===== config.mk =====
export PLATFORM = sky130hd
export DESIGN_NAME = symmetric_matrix_unpacker_flat
export DESIGN_NICKNAME = d
export VERILOG_FILES = /design/src/rtl/symmetric_matrix_unpacker_if.sv /design/src/rtl/symmetric_matrix_unpacker.sv /design/src/flat_wrapper.sv
export SDC_FILE = /design/constraint.sdc
export NUM_CORES = 1
export LEC_CHECK = 0
export BUFFER_PORTS_ARGS = -buffer_cell sky130_fd_sc_hd__buf_2
export CELL_PAD_IN_SITES_DETAIL_PLACEMENT = 1
export CELL_PAD_IN_SITES_GLOBAL_PLACEMENT = 1
export CORE_UTILIZATION = 56
export DETAILED_ROUTE_END_ITERATION = 6
export HOLD_SLACK_MARGIN = 0.12
export PLACE_DENSITY = 0.95
export SYNTH_ARGS = -nofsm -noshare
export SYNTH_HDL_FRONTEND = slang
export SYNTH_SLANG_ARGS = --single-unit

===== constraint.sdc =====
create_clock -name clk -period 8.4 [get_ports clk]
set_clock_uncertainty 0.1 [all_clocks]
set_input_delay 0.84 -clock clk [delete_from_list [all_inputs] [get_ports clk]]
set_output_delay 0.84 -clock clk [all_outputs]
set_load 0.03 [all_outputs]

===== src/rtl/symmetric_matrix_unpacker_if.sv =====
// Handshake bundle between the packed upper-triangular source, the unpacker
// and the full-matrix consumer.
interface symmetric_matrix_unpacker_if #(
    parameter int N      = 4,
    parameter int DATA_W = 32
);
    localparam int RW = ($clog2(N) > 1) ? $clog2(N) : 1;

    logic              in_valid;
    logic              in_ready;
    logic [DATA_W-1:0] in_data;
    logic              in_last;

    logic              out_valid;
    logic              out_ready;
    logic [DATA_W-1:0] out_data;
    logic [RW-1:0]     out_row;
    logic [RW-1:0]     out_col;
    logic              out_last;

    modport slave (
        input  in_valid, in_data, in_last, out_ready,
        output in_ready, out_valid, out_data, out_row, out_col, out_last
    );

    modport master (
        output in_valid, in_data, in_last, out_ready,
        input  in_ready, out_valid, out_data, out_row, out_col, out_last
    );
endinterface


===== src/rtl/symmetric_matrix_unpacker.sv =====
// Buffers a packed upper-triangular symmetric matrix, then replays the full
// N x N matrix row-major, mirroring the lower triangle from the stored words.
module symmetric_matrix_unpacker #(
    parameter int N      = 4,
    parameter int DATA_W = 32
) (
    input  logic                       clk,
    input  logic                       rst_n,
    symmetric_matrix_unpacker_if.slave bus,
    output logic                       busy,
    output logic                       err
);
    localparam int T  = N * (N + 1) / 2;
    localparam int RW = ($clog2(N) > 1) ? $clog2(N) : 1;
    localparam int CW = $clog2(T + 1);
    localparam int AW = $clog2(T);

    localparam logic [CW-1:0] LAST_WR = CW'(T - 1);
    localparam logic [RW-1:0] LAST_RC = RW'(N - 1);

    typedef enum logic [0:0] {
        ST_LOAD,
        ST_EMIT
    } state_t;

    state_t          state_reg, state_next;
    logic [CW-1:0]   wr_cnt_reg, wr_cnt_next;
    logic [RW-1:0]   row_reg, row_next;
    logic [RW-1:0]   col_reg, col_next;
    logic            err_reg, err_next;
    logic            wr_en;
    logic            in_fire;
    logic            out_fire;

    logic [DATA_W-1:0] buf_mem [T];

    // Packed offset of the first stored word of each row: r*N - r*(r-1)/2.
    logic [AW-1:0] row_base [N];

    genvar gi;
    generate
        for (gi = 0; gi < N; gi++) begin : g_row_base
            localparam int BASE = gi * N - (gi * (gi - 1)) / 2;
            assign row_base[gi] = BASE[AW-1:0];
        end
    endgenerate

    // Lower-triangle elements read their mirrored upper-triangle word.
    logic [RW-1:0] lo_idx;
    logic [RW-1:0] hi_idx;
    logic [AW-1:0] rd_idx;

    always_comb begin
        lo_idx = row_reg;
        hi_idx = col_reg;
        if (col_reg < row_reg) begin
            lo_idx = col_reg;
            hi_idx = row_reg;
        end
    end

    // Modular arithmetic at AW bits is exact because the final index is < T.
    assign rd_idx = row_base[lo_idx] + AW'(hi_idx) - AW'(lo_idx);

    assign bus.in_ready  = (state_reg == ST_LOAD);
    assign bus.out_valid = (state_reg == ST_EMIT);
    assign bus.out_data  = buf_mem[rd_idx];
    assign bus.out_row   = row_reg;
    assign bus.out_col   = col_reg;
    assign bus.out_last  = (state_reg == ST_EMIT) && (row_reg == LAST_RC) && (col_reg == LAST_RC);
    assign busy          = (state_reg == ST_EMIT);
    assign err           = err_reg;

    assign in_fire  = bus.in_valid && bus.in_ready;
    assign out_fire = bus.out_valid && bus.out_ready;

    always_ff @(posedge clk) begin
        if (!rst_n) begin
            state_reg  <= ST_LOAD;
            wr_cnt_reg <= '0;
            row_reg    <= '0;
            col_reg    <= '0;
            err_reg    <= 1'b0;
        end else begin
            state_reg  <= state_next;
            wr_cnt_reg <= wr_cnt_next;
            row_reg    <= row_next;
            col_reg    <= col_next;
            err_reg    <= err_next;
        end
    end

    // Storage is deliberately not reset; a new load overwrites every word.
    always_ff @(posedge clk) begin
        if (wr_en) begin
            buf_mem[wr_cnt_reg] <= bus.in_data;
        end
    end

    always_comb begin
        state_next  = state_reg;
        wr_cnt_next = wr_cnt_reg;
        row_next    = row_reg;
        col_next    = col_reg;
        err_next    = err_reg;
        wr_en       = 1'b0;

        case (state_reg)
            ST_LOAD: begin
                if (in_fire) begin
                    wr_en = 1'b1;
                    if (wr_cnt_reg == LAST_WR) begin
                        wr_cnt_next = '0;
                        row_next    = '0;
                        col_next    = '0;
                        state_next  = ST_EMIT;
                        if (!bus.in_last) begin
                            err_next = 1'b1;
                        end
                    end else begin
                        wr_cnt_next = wr_cnt_reg + CW'(1);
                        if (bus.in_last) begin
                            err_next = 1'b1;
                        end
                    end
                end
            end

            ST_EMIT: begin
                if (out_fire) begin
                    if (col_reg == LAST_RC) begin
                        col_next = '0;
                        if (row_reg == LAST_RC) begin
                            row_next   = '0;
                            state_next = ST_LOAD;
                        end else begin
                            row_next = row_reg + RW'(1);
                        end
                    end else begin
                        col_next = col_reg + RW'(1);
                    end
                end
            end

            default: begin
                state_next = ST_LOAD;
            end
        endcase
    end
endmodule


===== src/flat_wrapper.sv =====
// flat-port wrapper written by rule: the top's interface ports become plain ports
module symmetric_matrix_unpacker_flat 
#(
    parameter int N      = 4,
    parameter int DATA_W = 32
)
  (clk, rst_n, busy, err, bus_in_valid, bus_in_data, bus_in_last, bus_out_ready, bus_in_ready, bus_out_valid, bus_out_data, bus_out_row, bus_out_col, bus_out_last);
  symmetric_matrix_unpacker_if #(.N(N), .DATA_W(DATA_W)) bus_i ();
  input  logic clk;
  input  logic rst_n;
  output logic busy;
  output logic err;
  input wire logic [$bits(bus_i.in_valid)-1:0] bus_in_valid;
  input wire logic [$bits(bus_i.in_data)-1:0] bus_in_data;
  input wire logic [$bits(bus_i.in_last)-1:0] bus_in_last;
  input wire logic [$bits(bus_i.out_ready)-1:0] bus_out_ready;
  output wire logic [$bits(bus_i.in_ready)-1:0] bus_in_ready;
  output wire logic [$bits(bus_i.out_valid)-1:0] bus_out_valid;
  output wire logic [$bits(bus_i.out_data)-1:0] bus_out_data;
  output wire logic [$bits(bus_i.out_row)-1:0] bus_out_row;
  output wire logic [$bits(bus_i.out_col)-1:0] bus_out_col;
  output wire logic [$bits(bus_i.out_last)-1:0] bus_out_last;
  assign bus_i.in_valid = bus_in_valid;
  assign bus_i.in_data = bus_in_data;
  assign bus_i.in_last = bus_in_last;
  assign bus_i.out_ready = bus_out_ready;
  assign bus_in_ready = bus_i.in_ready;
  assign bus_out_valid = bus_i.out_valid;
  assign bus_out_data = bus_i.out_data;
  assign bus_out_row = bus_i.out_row;
  assign bus_out_col = bus_i.out_col;
  assign bus_out_last = bus_i.out_last;
  symmetric_matrix_unpacker #(.N(N), .DATA_W(DATA_W)) u_core (.clk(clk), .rst_n(rst_n), .bus(bus_i), .busy(busy), .err(err));
endmodule

==> out/qor.yml <==
critical_path:
  worst_ep_required_time_ps: 7460
  cpMaxStageDelayCell: "fa_4"
  regToRegStartpoint: "u_core.bus.out_valid$_SDFF_PN0_"
  crit_chain: "inv_1, ha_1, o21bai_1, mux2i_1, inv_1, ha_1, inv_1, ha_1, fa_4, buf_12, mux2i_1, nand3_1, nand4_1, mux2i_1, buf_2"
  startpoint_type: "flip-flop"
  crit_path_start: "u_core.bus.out_row[1]$_SDFFE_PN0P_"
  cp-end-kind: "output pin"
  cp_slowest_stage_delay_ps: 1500
  crit_fanout: 74
  path_class: "reg -> out"
  cp_data_arrival_time_ps: 5660
clock_network:
  cts_buffers: 34
  insertion_delay_ps: 520
  postCtsHoldBufs: 0
  path_clk_slew_ps: 60
  cts_root_buf: "clkbuf_16"
  ctsResizeCount: 0
  cts_setup_buffers: 0
  htree_levels: 2
  cts.sinks: 330
  cts_tree: "built"
  clockBufferDepth: 3
cells_and_area:
  multi_input_area_mm2: 0.00346
  largest_reg_flops: 320
  final_cell_mix: "edfxtp_1, mux2i_1, nand3_1"
  seq_area_mm2: 0.00981
  drive_gt1_share_pct: 16.9
  fillers: 2089
  mostFrequentLayoutCell: "edfxtp_1"
  fin_cells: 1247
  fin_nets: 953
  syn_to_final_growth_pct: 14.5
placement:
  hpwlAfterDp_um: 18100
  numPlacedInstances: 1185
  portBuffers: 77
  dp_slack_ps: 2510
  finalWeightedCongestion: 0.746
timing:
  finalSetupViolations: 0
  rsz0062_at_grt: "false"
  post-route-period-util_pct: 78.5
  fin_hold_ws_ps: 388
  fin_crit_ps: 6600
  final.setup.tns_ps: 0
  slew_headroom_pct: 30.3
  worst_slew_pin_slew_ps: 1050
  setup_ws_ps: 1800
  fmax_mhz: 152
  finalHoldViolations: 0
  drv_slew: 0
pwr:
  powerDensity_mw_per_mm2: 229
  leakagePower_nw: 4.81
  p_int_w: 0.00280
  clkPwrFrac_pct: 43.6
  ir_worst_vdd_mv: 0.191
  seqPwrFrac_pct: 52.6
  switching_share_pct: 20.6
  p_sw_w: 0.000724
  pwr-share-comb_pct: 3.8
routing:
  via_count: 7724
  antenna_left: 0
  drc: 0
  routed_wl_um: 33700
  wl_per_cell_um: 27.0
  dr.pass1.iters: 7
  drtIter0Drc: 623
  viasPerCell: 6.19
grt:
  grt_pass1_wl_um: 50500
  antenna_found_initial: 1
  grt_max_degree: 75
  grt_usage_pct: 28.4
  grt_pass1_vias: 8529
  gr-total-overflow: 0
floorplanning:
  num_rows: 56
  initial_core_util_pct: 57.2
  die_y_um: 157
  fp.coreArea_mm2: 0.0235
  io_pins: 78
  dieArea_mm2: 0.0246
  fp.dieW_um: 157
outcome:
  status: "finished clean"
synthesis:
  syn_avg_cell_area_um2: 16.4
  synthCells: 821
  syn_nets: 872
  seq_area_frac_synth_pct: 73.1
  ys_warn_count: 0
  synth-seq-cells: 330
  netlist_area_mm2: 0.0134
  synth_cell_type_count: 36
worst_hold_path:
  hold_path.startpoint: "u_core.err$_SDFFE_PN0P_"
  hold_class: "reg -> reg"
flow_run:
  drv_cap: 0
[final timing paths]
kind | cells past startpoint | slack [ps] | to
min | 1 | 390 | u_core.err$_SDFFE_PN0P_
min reg2reg | 1 | 390 | u_core.err$_SDFFE_PN0P_
max reg2reg | 5 | 5800 | u_core.buf_mem[6][20]$_DFFE_PP_
max | 15 | 1800 | bus_out_data[3]
[metrics by stage]
step / instance area [um^2] / total power (W) / util (%)
after global placement: 14200 / 0.00201 / 60.7
after detailed placement: 14200 / 0.00202 / 60.7
after CTS: 15400 / 0.00353 / 65.5
after global routing: 15400 / 0.00359 / 65.5
final: 15400 / 0.00352 / 65.5
after floorplan: 13400 / 0.00195 / -
[layer usage]
metal	part of all wire, %	global-route usage, %	vias to the layer above
met5	0	0	-
met4	3.4	12.0	0
met3	5.2	4.76	87
met2	52	50.1	285
met1	39	34.4	3981
li1	-	-	3371
[power groups by stage]
stage               combinational (W)  clock (W)  sequential, W
finish                       0.000135    0.00153        0.00185
global route                 0.000145    0.00160        0.00185
detailed placement           0.000134          0        0.00188
CTS                          0.000136    0.00155        0.00185
global placement             0.000126          0        0.00188
floorplan                   0.0000702          0        0.00188
[final cells by class]
type,count,area share [%]
Antenna cell,1,0.0163
Tap cell,319,2.60
Clock buffer,44,6.19
Inverter,12,0.293
Timing Repair Buffer,95,3.47
Multi-Input combinational cell,429,22.5
Clock inverter,17,1.14
Sequential cell,330,63.8
[cell usage after synthesis]
| library cell | number | area share, % |
|---|---|---|
| edfxtp_1 | 320 | 72 |
| mux2i_1 | 193 | 14 |
| nand3_1 | 132 | 4.9 |
| nand4_1 | 32 | 1.5 |
| buf_2 | 27 | 1.0 |
| clkbuf_1 | 17 | 0.48 |
| ha_1 | 13 | 1.2 |
| inv_1 | 11 | 0.31 |
| dfxtp_1 | 10 | 1.5 |
| nor2_1 | 8 | 0.22 |
| nor2b_1 | 6 | 0.28 |
| buf_1 | 5 | 0.14 |
| nand2_1 | 5 | 0.14 |
| nor3_1 | 5 | 0.19 |
| a21boi_0 | 3 | 0.17 |
| a21oi_1 | 3 | 0.11 |
| a31oi_1 | 3 | 0.14 |
| nand2b_1 | 3 | 0.14 |
| o21ai_0 | 3 | 0.11 |
| a21o_1 | 2 | 0.11 |
| o21a_1 | 2 | 0.11 |
| or3_1 | 2 | 0.093 |
| xnor2_1 | 2 | 0.13 |
| xnor2_2 | 2 | 0.24 |
| and2_1 | 1 | 0.047 |
| and3_1 | 1 | 0.047 |
| and4bb_2 | 1 | 0.093 |
| buf_4 | 1 | 0.056 |
| fa_1 | 1 | 0.15 |
| inv_2 | 1 | 0.028 |
| nand3b_1 | 1 | 0.056 |
| nor3b_1 | 1 | 0.056 |
| nor4_1 | 1 | 0.047 |
| nor4b_1 | 1 | 0.065 |
| o21bai_1 | 1 | 0.056 |
| xor2_2 | 1 | 0.12 |
[worst max-delay path, delay by kind of cell (launching register included)]
family                     cells  cell delay, ps
DFF                            1             430
adders and majority gates      4            2270
muxes                          3             800
and+or+nand+nor                2             320
buffers and inverters          5            1060
AOI/OAI and AO/OA              1             220
[cell families (layout without fill, tap and decap cells)]
group | Yosys count | count (layout) | share of synthesized area [%]
buffers and inverters | 62 | 168 | 2.01
AOI/OAI and AO/OA | 17 | 17 | 0.811
other | 0 | 1 | 0
xor gates and xnor gates | 5 | 5 | 0.494
muxes | 193 | 193 | 14.4
DFF | 330 | 330 | 73.1
and+or+nand+nor | 200 | 200 | 7.88
adders and majority gates | 14 | 14 | 1.36
No activity file was read; power rests on OpenSTA's default activity.
